$ cat src/rtl/bk_multiword_adder_seq.sv
// Sequential multi-word adder: one 16-bit Brent-Kung adder, LSW first, with a registered carry chain.
// Define BK_SEQ_OVF_EN to add the registered signed-overflow output out_ovf.

module brent_kung16bit (
    input  logic [15:0] a,
    input  logic [15:0] b,
    output logic [15:0] sum,
    input  logic        cin,
    output logic        carry
);
    logic [15:0] g;
    logic [15:0] p;
    logic [15:0] gg;
    logic [15:0] pg;

    always_comb begin
        g  = a & b;
        p  = a ^ b;
        gg = g;
        pg = p;
        // Fold cin into bit 0 so every prefix gg[i] is the carry out of bit i.
        gg[0] = g[0] | (p[0] & cin);
        for (int l = 0; l < 4; l++) begin
            for (int i = 0; i < 16; i++) begin
                if (((i + 1) % (2 << l)) == 0) begin
                    gg[i] = gg[i] | (pg[i] & gg[i - (1 << l)]);
                    pg[i] = pg[i] & pg[i - (1 << l)];
                end
            end
        end
        for (int l = 2; l >= 0; l--) begin
            for (int i = 0; i < 16; i++) begin
                if ((i >= (3 << l) - 1) && (((i + 1) % (2 << l)) == (1 << l))) begin
                    gg[i] = gg[i] | (pg[i] & gg[i - (1 << l)]);
                    pg[i] = pg[i] & pg[i - (1 << l)];
                end
            end
        end
        sum[0] = p[0] ^ cin;
        for (int i = 1; i < 16; i++) begin
            sum[i] = p[i] ^ gg[i - 1];
        end
        carry = gg[15];
    end
endmodule

module bk_multiword_adder_seq #(
    parameter int unsigned WORDS = 4
) (
    input  logic                  clk,
    input  logic                  rst_n,
    input  logic                  in_valid,
    output logic                  in_ready,
    input  logic [16*WORDS-1:0]   in_a,
    input  logic [16*WORDS-1:0]   in_b,
    input  logic                  in_cin,
    output logic                  out_valid,
    input  logic                  out_ready,
    output logic [16*WORDS-1:0]   out_sum,
    output logic                  out_cout,
    output logic                  busy
`ifdef BK_SEQ_OVF_EN
    ,
    output logic                  out_ovf
`endif
);
    localparam int unsigned W  = 16 * WORDS;
    localparam int unsigned IW = (WORDS > 1) ? $clog2(WORDS) : 1;

    typedef enum logic [1:0] {StIdle, StRun, StDone} state_e;

    state_e          state_q, state_d;
    logic [W-1:0]    op_a_q, op_a_d;
    logic [W-1:0]    op_b_q, op_b_d;
    logic [W-1:0]    sum_q, sum_d;
    logic            carry_q, carry_d;
    logic [IW-1:0]   idx_q, idx_d;

    logic [15:0]     word_a;
    logic [15:0]     word_b;
    logic [15:0]     word_sum;
    logic            word_cout;
    logic            last_word;

    assign word_a    = op_a_q[16*idx_q +: 16];
    assign word_b    = op_b_q[16*idx_q +: 16];
    assign last_word = (idx_q == IW'(WORDS - 1));

    brent_kung16bit u_adder (
        .a     (word_a),
        .b     (word_b),
        .sum   (word_sum),
        .cin   (carry_q),
        .carry (word_cout)
    );

    always_comb begin
        state_d = state_q;
        op_a_d  = op_a_q;
        op_b_d  = op_b_q;
        sum_d   = sum_q;
        carry_d = carry_q;
        idx_d   = idx_q;
        unique case (state_q)
            StIdle: begin
                if (in_valid) begin
                    op_a_d  = in_a;
                    op_b_d  = in_b;
                    carry_d = in_cin;
                    idx_d   = '0;
                    state_d = StRun;
                end
            end
            StRun: begin
                sum_d[16*idx_q +: 16] = word_sum;
                carry_d               = word_cout;
                if (last_word) begin
                    state_d = StDone;
                end else begin
                    idx_d = idx_q + 1'b1;
                end
            end
            StDone: begin
                if (out_ready) begin
                    state_d = StIdle;
                end
            end
            default: state_d = StIdle;
        endcase
    end

    always_ff @(posedge clk) begin
        if (!rst_n) begin
            state_q <= StIdle;
            op_a_q  <= '0;
            op_b_q  <= '0;
            sum_q   <= '0;
            carry_q <= 1'b0;
            idx_q   <= '0;
        end else begin
            state_q <= state_d;
            op_a_q  <= op_a_d;
            op_b_q  <= op_b_d;
            sum_q   <= sum_d;
            carry_q <= carry_d;
            idx_q   <= idx_d;
        end
    end

`ifdef BK_SEQ_OVF_EN
    logic ovf_q, ovf_d;

    always_comb begin
        ovf_d = ovf_q;
        if (state_q == StRun && last_word) begin
            ovf_d = (op_a_q[W-1] == op_b_q[W-1]) && (word_sum[15] != op_a_q[W-1]);
        end
    end

    always_ff @(posedge clk) begin
        if (!rst_n) begin
            ovf_q <= 1'b0;
        end else begin
            ovf_q <= ovf_d;
        end
    end

    assign out_ovf = ovf_q;
`endif

    assign in_ready  = (state_q == StIdle);
    assign out_valid = (state_q == StDone);
    assign busy      = (state_q != StIdle);
    assign out_sum   = sum_q;
    assign out_cout  = carry_q;
endmodule
$ cat config.mk
export PLATFORM = sky130hd
export DESIGN_NAME = bk_multiword_adder_seq
export DESIGN_NICKNAME = d
export VERILOG_FILES = /design/src/rtl/bk_multiword_adder_seq.sv
export SDC_FILE = /design/constraint.sdc
export NUM_CORES = 1
export LEC_CHECK = 0
export BUFFER_PORTS_ARGS = -buffer_cell sky130_fd_sc_hd__clkbuf_2
export CORE_AREA = 2 2 131 133
export DETAILED_ROUTE_END_ITERATION = 16
export DIE_AREA = 0 0 133 135
export PLACE_DENSITY = 0.79
export SKIP_CTS_REPAIR_TIMING = 1
export SYNTH_ARGS = -nofsm -noshare
export SYNTH_HDL_FRONTEND = slang
export SYNTH_SLANG_ARGS = --single-unit
export TNS_END_PERCENT = 10
$ cat constraint.sdc
create_clock -name clk -period 4.6 [get_ports clk]
set_input_delay 0.92 -clock clk [delete_from_list [all_inputs] [get_ports clk]]
set_output_delay 0.92 -clock clk [all_outputs]
set_load 0.01 [all_outputs]
==> results.json, run 1 <==
{
  "die_x_um": 133,
  "core_area_um2": 16400,
  "worstPathCellList": "buf_4 -> mux4_2 -> ha_1 -> o211ai_1 -> a21o_1 -> a31oi_1 -> a31oi_1 -> nand2b_1 -> fa_1 -> xor2_1 -> a22oi_1 -> nor2b_1",
  "drt-total-wl_um": 23300,
  "cp-start-kind": "flop",
  "wl_per_cell_um": 17.4,
  "endpoint": "out_sum[61]$_SDFFE_PN0P_",
  "area_growth_pct": 18.6,
  "ir_worst_vdd_mv": 0.287,
  "yosysWarnings": 0,
  "timing.fmax_ghz": 0.260,
  "layout_min_cycle_time_ns": 3.85,
  "nets": 1267,
  "async_reset_ff_share_pct": 0,
  "die_y_um": 135,
  "slew_headroom_pct": 27.5,
  "path_max_fanout": 17,
  "yosysTopAreaCell": "dfxtp_1",
  "tns_ns": 0,
  "hpwl_um": 16900,
  "leakagePower_uw": 0.00422,
  "ioPinCount": 201,
  "rsz0062_at_grt": "false",
  "r2r-start": "idx_q[0]$_SDFFE_PN0P_",
  "drt_iter0_drc": 578,
  "tightest_slew_ns": 1.09,
  "avgViaCountPerCell": 5.40,
  "hold_violations": 0,
  "worstHoldPathType": "reg -> reg",
  "vias": 7224,
  "cp.arrival_ns": 4.22,
  "cpMostUsedCell": "a31oi_1",
  "synth_area_leaders": "dfxtp_1 (45%), nand2_1 (12%), a21boi_0 (11%)",
  "initial_utilization_pct": 53.6,
  "clk_latency_ns": 0.44,
  "critical_path_class": "reg -> reg",
  "path_clk_slew_ns": 0.07,
  "syn_inst": 945,
  "synth_cell_types": 39,
  "slowest_delay_ns": 0.66,
  "end_kind": "flop",
  "r2r_cells": 12,
  "synth_top_area_share_pct": 44.9,
  "timing.final.crit_share_pct": 83.7,
  "ys_seq_area_share_pct": 44.9,
  "final_common_cell": "nand2_1",
  "numPortBuffers": 200,
  "synth-main-ff-cell": "dfxtp_1",
  "clkSinkCount": 197,
  "slew_viol_final": 0,
  "p_total_uw": 3830,
  "cp_slowest_cell": "dfxtp_2",
  "syn-num-nets": 1107,
  "r2r_slack_ns": 0.75,
  "clockBufferDepth": 2,
  "clock_skew_ns": 0.00887,
  "cap_viol_max_count": 0,
  "crit_family": "compound AO/OA/AOI/OAI gates",
  "r2r-end": "out_sum[61]$_SDFFE_PN0P_",
  "drtPass1Iterations": 6,
  "grt_max_degree": 118,
  "crit_required_ns": 4.97,
  "drc_errors": 0,
  "gp_congestion": 0.870,
  "synth_edf_count": 0,
  "ant_nets": 0,
  "powerDensity_nw_per_um2": 367,
  "grt_pass1_vias": 7184,
  "antenna_found_initial": 0,
  "setup-violations-final": 0,
  "cp.depth": 12,
  "crit_buf_inv": 1,
  "synth_area_um2": 8790,
  "diodes": 0,
  "final_cell_mix": "nand2_1 (277), clkbuf_2 (199), dfxtp_1 (195)",
  "grt_pass1_wl_um": 37500,
  "cts_tree": "yes",
  "overflow": 0,
  "cts_made_buffers": 17,
  "grt_usage_pct": 26.9,
  "status": "finished clean",
  "synth_area_per_cell_um2": 9.30,
  "ys_seq_elements": 197,
  "startpoint": "idx_q[0]$_SDFFE_PN0P_",
  "drive_gt1_share_pct": 25.0,
  "rows": 47,
  "cts_root_buf": "clkbuf_16",
  "cts_max_level": 4,
  "dieArea_um2": 18000
}
## flip-flops by register name, summed over array words and instances, names as in the netlist
signal and count:
op_a_q 64, op_b_q 64, out_sum 64, idx_q 2, state_q 2, out_cout 1
## cell type report
cell class,instances,area (um^2)
fill,1425,5990
multi-input combinational,666,4470
sequential,197,3950
timing repair buffer,208,1060
clock buffer,21,460
tap,220,275
clock inverter,11,148
inverter,15,56.3
## cell usage after synthesis, types with 3 or more instances
| library cell | n |
|---|---|
| o21ai_0 | 14 |
| a21boi_0 | 128 |
| nand2b_1 | 7 |
| inv_1 | 15 |
| o211ai_1 | 3 |
| a22oi_1 | 50 |
| buf_4 | 15 |
| ha_1 | 20 |
| nand2_1 | 278 |
| clkbuf_1 | 32 |
| xor2_1 | 4 |
| xnor2_1 | 3 |
| nor2_1 | 7 |
| nor2b_1 | 54 |
| fa_1 | 9 |
| dfxtp_1 | 197 |
| o21a_1 | 3 |
| a21oi_1 | 11 |
| and2_1 | 18 |
| buf_2 | 16 |
| mux4_2 | 32 |
| o21ai_1 | 4 |
| buf_1 | 4 |
## cells by family after synthesis
logic type                 share of synthesized area, %
and+or+nand+nor                                    19.1
AOI/OAI and AO/OA                                  17.8
DFF                                                44.9
buffers and inverters                              4.37
muxes                                              8.31
adders and majority gates                          4.90
xor gates and xnor gates                          0.698
## routing by layer
metal | wire length [um] | up-vias | global-route usage (%)
li1 | - | 3506 | -
met1 | 9920 | 3405 | 33.9
met2 | 11000 | 259 | 44.5
met3 | 1550 | 54 | 6.34
met4 | 779 | 0 | 11.5
met5 | 0 | - | 0
## worst min path at each step
stage,depth (start not counted),slack [ns],start,endpoint
2_1_floorplan,2,0.44,op_a_q[32]$_SDFFE_PN0P_,op_a_q[32]$_SDFFE_PN0P_
3_3_place_gp,2,0.45,op_b_q[44]$_SDFFE_PN0P_,op_b_q[44]$_SDFFE_PN0P_
3_5_place_dp,2,0.46,op_b_q[20]$_SDFFE_PN0P_,op_b_q[20]$_SDFFE_PN0P_
4_1_cts,2,0.47,op_b_q[20]$_SDFFE_PN0P_,op_b_q[20]$_SDFFE_PN0P_
5_1_grt,2,0.47,op_b_q[20]$_SDFFE_PN0P_,op_b_q[20]$_SDFFE_PN0P_
6_report,2,0.46,op_b_q[20]$_SDFFE_PN0P_,op_b_q[20]$_SDFFE_PN0P_
## worst reg2reg max path, stage by stage (launching register included)
cell and delay [ns]:
dfxtp_2 0.66, buf_4 0.37, mux4_2 0.54, ha_1 0.36, o211ai_1 0.18, a21o_1 0.14
a31oi_1 0.12, a31oi_1 0.29, nand2b_1 0.14, fa_1 0.39, xor2_1 0.31, a22oi_1 0.12
nor2b_1 0.16
## through the flow
step | instances | hold WS [ns] | utilization, % | setup slack [ns] | instance area (um^2)
finish | 1338 | 0.465 | 63.5 | 0.752 | 10400
CTS | 1338 | 0.465 | 63.5 | 0.765 | 10400
global placement | 1306 | 0.448 | 59.8 | 0.896 | 9810
global route | 1338 | 0.471 | 63.5 | 0.471 | 10400
detailed placement | 1306 | 0.456 | 59.8 | 0.801 | 9810
floorplan | 945 | 0.440 | - | 0.969 | 8790
## power by group
group	switching (uW)	internal, uW
registers	52.6	1780
logic	263	193
clock network	652	887
No activity file was read; power rests on OpenSTA's default activity.
==> inputs of run 2 (changes only) <==
--- a/config.mk
+++ b/config.mk
@@ -6,10 +6,10 @@
 export NUM_CORES = 1
 export LEC_CHECK = 0
 export BUFFER_PORTS_ARGS = -buffer_cell sky130_fd_sc_hd__clkbuf_2
-export CORE_AREA = 2 2 131 133
+export CORE_AREA = 2 2 137 139
 export DETAILED_ROUTE_END_ITERATION = 16
-export DIE_AREA = 0 0 133 135
-export PLACE_DENSITY = 0.79
+export DIE_AREA = 0 0 139 141
+export PLACE_DENSITY = 0.76
 export SKIP_CTS_REPAIR_TIMING = 1
 export SYNTH_ARGS = -nofsm -noshare
 export SYNTH_HDL_FRONTEND = slang
==> constraint.sdc (replaced) <==
create_clock -name clk -period 3.5 [get_ports clk]
set_input_delay 0.7 -clock clk [delete_from_list [all_inputs] [get_ports clk]]
set_output_delay 0.7 -clock clk [all_outputs]
set_load 0.01 [all_outputs]
==> run 2 against run 1 <==
Worst hold slack worse by 0.0019 ns; via count down 0.65%; die area up 9.2%; maximum frequency up 15%; non-clock buffer count up 4; sequential share of layout area down 0.49 points; combinational power up 39%; setup slack worse by 0.59 ns; register-to-register slack worse by 0.59 ns; sequential power up 31%; clock power up 30%.
==> results.json, run 2 (same netlist as run 1, synthesis figures left out) <==
{
  "avgViaCountPerCell": 5.29,
  "holdPathEnd": "op_b_q[59]$_SDFFE_PN0P_",
  "r2r_cells": 12,
  "setup-violations-final": 0,
  "status": "finished clean",
  "hpwl_um": 16500,
  "core_area_um2": 18300,
  "drt-total-wl_um": 22900,
  "cap_viol_max_count": 0,
  "clock_skew_ns": 0.0101,
  "path_max_fanout": 4,
  "gp_congestion": 0.890,
  "grt_pass1_vias": 6971,
  "die_y_um": 141,
  "dieArea_um2": 19600,
  "clkSinkCount": 197,
  "min_from": "op_b_q[59]$_SDFFE_PN0P_",
  "p_int_uw": 3730,
  "antenna_found_initial": 0,
  "rsz0062_at_grt": "true",
  "nets": 1271,
  "overflow": 0,
  "final_cell_mix": "nand2_1 (277), clkbuf_2 (199), dfxtp_1 (195)",
  "vias": 7177,
  "grt_usage_pct": 23.5,
  "clk_latency_ns": 0.43,
  "wl_per_cell_um": 16.9,
  "leakagePower_uw": 0.00425,
  "cp.arrival_ns": 3.69,
  "r2r-start": "idx_q[0]$_SDFFE_PN0P_",
  "rows": 50,
  "powerDensity_nw_per_um2": 476,
  "drtPass1Iterations": 5,
  "drt_iter0_drc": 557,
  "hold_violations": 0,
  "drc_errors": 0,
  "p_seq_share_pct": 47.6,
  "cp_slowest_cell": "fa_2",
  "grt_use_met1_pct": 31.4,
  "critical_path_class": "reg -> reg",
  "diodes": 0,
  "combinationalPowerShare_pct": 12.6,
  "place_area_um2": 9890,
  "use_met2_pct": 38.7,
  "crit_buf_inv": 1,
  "gr-max-usage-layer": "met2",
  "timing.final.crit_share_pct": 95.3,
  "crit_family": "adder cells",
  "cts_made_buffers": 17,
  "cpMostUsedCell": "fa_1",
  "ant_nets": 0,
  "post-route-util_pct": 57.8,
  "r2r_slack_ns": 0.17,
  "hold_depth": 2,
  "cts_root_buf": "clkbuf_16",
  "switchingPower_uw": 1290,
  "slowest_delay_ns": 0.60,
  "initial_utilization_pct": 48.1,
  "cp-start-kind": "flop",
  "crit_required_ns": 3.86,
  "startpoint": "idx_q[0]$_SDFFE_PN0P_",
  "end_kind": "flop",
  "timing.fmax_ghz": 0.300,
  "r2r-end": "out_sum[14]$_SDFFE_PN0P_",
  "p_clk_share_pct": 39.8,
  "drive_gt1_share_pct": 25.8,
  "final_common_cell": "nand2_1",
  "grt_pass1_wl_um": 36300,
  "stdcell_area_um2": 10600,
  "tns_ns": 0,
  "ioPinCount": 201,
  "layout_min_cycle_time_ns": 3.33,
  "worstHoldPathType": "reg -> reg",
  "clockBufferDepth": 2,
  "cts_tree": "yes",
  "path_clk_slew_ns": 0.07,
  "swShare_pct": 25.7,
  "numPortBuffers": 200,
  "cp.depth": 12,
  "grtUsageMet3_pct": 5.30,
  "ir_worst_vdd_mv": 0.353,
  "grt_max_degree": 116,
  "worstPathCellList": "mux4_2 -> fa_1 -> inv_1 -> fa_1 -> nand2b_1 -> a21o_1 -> a31oi_1 -> a31oi_2 -> a21oi_1 -> fa_2 -> a22oi_1 -> nor2b_1",
  "tightest_slew_ns": 0.909,
  "cts_max_level": 4,
  "slew_viol_final": 0,
  "area_growth_pct": 20.2,
  "slew_headroom_pct": 39.2,
  "die_x_um": 139
}
## run 2: cell types whose count changed in the layout (fill, tap and decap cells not counted), moves of 2 or more
cell and delta:
xor2_2 +2, clkinv_2 -2, fa_2 +2, inv_6 +2, xor2_1 -2, buf_12 +4, fa_1 -2
## run 2: per-layer routing
| layer | share of wire [%] | up-vias |
|---|---|---|
| met5 | 0 | - |
| met4 | 1.8 | 0 |
| met3 | 6.5 | 26 |
| met2 | 47 | 259 |
| met1 | 44 | 3372 |
| li1 | - | 3520 |
## run 2: through the flow
stage / worst slack [ns] / hold slack, ns / power (uW) / std cells
5_1_grt: -0.0252 / 0.478 / 5210 / 1356
4_1_cts: -0.0249 / 0.464 / 5040 / 1355
3_5_place_dp: 0.00568 / 0.455 / 3060 / 1323
2_1_floorplan: 0.0130 / 0.440 / 2830 / 945
6_report: 0.166 / 0.463 / 5030 / 1356
3_3_place_gp: 0.107 / 0.447 / 3050 / 1323
## run 2: worst max path at each step
| stage | endpoint |
|---|---|
| floorplan | out_sum[47]$_SDFFE_PN0P_ |
| global placement | out_sum[47]$_SDFFE_PN0P_ |
| detailed placement | out_sum[47]$_SDFFE_PN0P_ |
| CTS | out_sum[47]$_SDFFE_PN0P_ |
| global route | out_sum[14]$_SDFFE_PN0P_ |
| finish | out_sum[14]$_SDFFE_PN0P_ |
## run 2: power groups by stage
stage               logic (uW)  clock network, uW  registers (uW)
detailed placement         617                  0            2440
finish                     633               2000            2390
global placement           608                  0            2440
floorplan                  403                  0            2420
global route               696               2110            2400
CTS                        619               2030            2390
## run 2: worst reg2reg max path: cells and delay by family, from the launching register on
family	cells	cell delay, ns
fa+ha+maj	3	1.19
compound gates	5	0.73
mux	1	0.53
flops	1	0.41
simple gates	2	0.33
buf+inv	1	0.08
## run 2: layout make-up
class | count | area [um^2]
repair buffers | 212 | 1160
clock buffers | 21 | 470
inverters | 15 | 56.3
well taps | 234 | 293
fillers | 1645 | 7700
flip-flops and latches | 197 | 3950
multi-input cells | 666 | 4500
clock inverters | 11 | 136
==> inputs of run 3 (changes only) <==
--- a/config.mk
+++ b/config.mk
@@ -6,10 +6,12 @@
 export NUM_CORES = 1
 export LEC_CHECK = 0
 export BUFFER_PORTS_ARGS = -buffer_cell sky130_fd_sc_hd__clkbuf_2
-export CORE_AREA = 2 2 137 139
+export CELL_PAD_IN_SITES_DETAIL_PLACEMENT = 1
+export CELL_PAD_IN_SITES_GLOBAL_PLACEMENT = 1
+export CORE_AREA = 2 2 158 160
 export DETAILED_ROUTE_END_ITERATION = 16
-export DIE_AREA = 0 0 139 141
-export PLACE_DENSITY = 0.76
+export DIE_AREA = 0 0 160 162
+export PLACE_DENSITY_LB_ADDON = 0.1
 export SKIP_CTS_REPAIR_TIMING = 1
 export SYNTH_ARGS = -nofsm -noshare
 export SYNTH_HDL_FRONTEND = slang
==> run 3 against run 2 <==
Setup slack worse by 0.010 ns; critical path depth unchanged; final area up 1.5%; clock skew up 0.0036 ns; via count down 0.49%; non-clock buffer count up 4; highest routed layer unchanged.
==> results.json, run 3 (same netlist as run 1, synthesis figures left out) <==
{
  "status": "finished clean",
  "leakagePower_uw": 0.00428,
  "dieArea_um2": 25900,
  "vias": 7142,
  "post-route-util_pct": 44.5,
  "gp_congestion": 0.810,
  "slew_headroom_pct": 36.1,
  "cp.arrival_ns": 3.67,
  "hold_depth": 2,
  "core_area_um2": 24100,
  "drt-total-wl_um": 26100,
  "wl_met2_um": 12400,
  "path_max_fanout": 23,
  "switchingPower_uw": 1400,
  "rsz0062_at_grt": "false",
  "p_seq_share_pct": 47.1,
  "clkSinkCount": 197,
  "drc_errors": 0,
  "die_y_um": 162,
  "critical_path_class": "reg -> reg",
  "cts_root_buf": "clkbuf_16",
  "ioPinCount": 201,
  "timing.final.crit_share_pct": 95.6,
  "r2r_cells": 12,
  "tns_ns": 0,
  "clock_skew_ns": 0.0137,
  "rows": 57,
  "cap_viol_max_count": 0,
  "worstHoldPathType": "reg -> reg",
  "antenna_found_initial": 0,
  "crit_required_ns": 3.83,
  "final_common_cell": "nand2_1",
  "combinationalPowerShare_pct": 13.0,
  "met1_length_um": 12200,
  "cts_max_level": 4,
  "hpwl_um": 19500,
  "drt_iter0_drc": 374,
  "dr_wl_met3_um": 1220,
  "drtPass1Iterations": 4,
  "grt_usage_pct": 20.5,
  "diodes": 0,
  "cp-start-kind": "flop",
  "end_kind": "flop",
  "avgViaCountPerCell": 4.93,
  "clk_latency_ns": 0.44,
  "cp_slowest_cell": "mux4_2",
  "crit_buf_inv": 1,
  "path_clk_slew_ns": 0.07,
  "top_layer_used": "met4",
  "clockBufferDepth": 2,
  "final_cell_mix": "nand2_1 (277), clkbuf_2 (199), dfxtp_1 (195)",
  "area_growth_pct": 21.9,
  "numPortBuffers": 200,
  "grt_max_degree": 124,
  "overflow": 0,
  "drive_gt1_share_pct": 26.2,
  "slew_viol_final": 0,
  "ant_nets": 0,
  "grt_pass1_vias": 7376,
  "slowest_delay_ns": 0.58,
  "timing.fmax_ghz": 0.299,
  "worstPathCellList": "buf_12 -> mux4_2 -> ha_1 -> o21a_1 -> o211ai_1 -> a31oi_1 -> a31oi_2 -> a21oi_1 -> fa_1 -> xor2_2 -> a22oi_1 -> nor2b_1",
  "crit_family": "compound AO/OA/AOI/OAI gates",
  "cp.depth": 12,
  "grt_pass1_wl_um": 41200,
  "hold_violations": 0,
  "ir_worst_vdd_mv": 0.224,
  "swShare_pct": 27.5,
  "cts_tree": "yes",
  "tightest_slew_ns": 0.954,
  "setup-violations-final": 0,
  "p_int_uw": 3680,
  "wl_per_cell_um": 18.0,
  "layout_min_cycle_time_ns": 3.34,
  "p_clk_share_pct": 39.9,
  "cts_made_buffers": 17,
  "powerDensity_nw_per_um2": 474,
  "initial_utilization_pct": 36.5,
  "nets": 1275,
  "die_x_um": 160
}
## run 3: routing by layer
layer / global-route usage, % / vias up
li1: - / 3538
met1: 27.1 / 3426
met5: 0 / -
met2: 34.9 / 157
met4: 5.41 / 0
met3: 3.32 / 21
## run 3: worst min-delay path, stage by stage (launching register included)
cell      delay, ns
dfxtp_1        0.31
nand2_1        0.05
a21boi_0       0.06
## run 3: cell type report
class / instances / area (um^2)
flip-flops and latches: 197 / 3950
inverters: 15 / 56.3
well taps: 324 / 405
repair buffers: 216 / 1210
clock inverters: 12 / 135
fillers: 2868 / 13400
clock buffers: 20 / 467
multi-input cells: 666 / 4500
## run 3: per-stage QoR
step / setup slack (ns) / hold slack, ns / power [uW] / instance area, um^2 / std cells
4_1_cts: -0.00566 / 0.467 / 5130 / 10700 / 1449
3_5_place_dp: 0.00886 / 0.457 / 3110 / 10100 / 1417
2_1_floorplan: 0.0130 / 0.440 / 2830 / 8800 / 945
3_3_place_gp: 0.0879 / 0.450 / 3100 / 10100 / 1417
6_report: 0.156 / 0.465 / 5080 / 10700 / 1450
5_1_grt: 0.00337 / 0.485 / 5300 / 10700 / 1450
## run 3: path summary, 6_finish.rpt
check                                                 to                    start  slack, ns
worst max register to register  out_sum[47]$_SDFFE_PN0P_    idx_q[0]$_SDFFE_PN0P_       0.16
worst min register to register   op_a_q[22]$_SDFFE_PN0P_  op_a_q[22]$_SDFFE_PN0P_       0.46
worst min-delay path             op_a_q[22]$_SDFFE_PN0P_  op_a_q[22]$_SDFFE_PN0P_       0.46
worst max-delay path            out_sum[47]$_SDFFE_PN0P_    idx_q[0]$_SDFFE_PN0P_       0.16
## run 3: power groups by stage
| stage | logic [uW] | registers [uW] | clock network (uW) |
|---|---|---|---|
| after global placement | 654 | 2440 | 0 |
| after global routing | 730 | 2400 | 2170 |
| after detailed placement | 663 | 2440 | 0 |
| final | 660 | 2390 | 2030 |
| after floorplan | 403 | 2420 | 0 |
| after CTS | 664 | 2390 | 2080 |
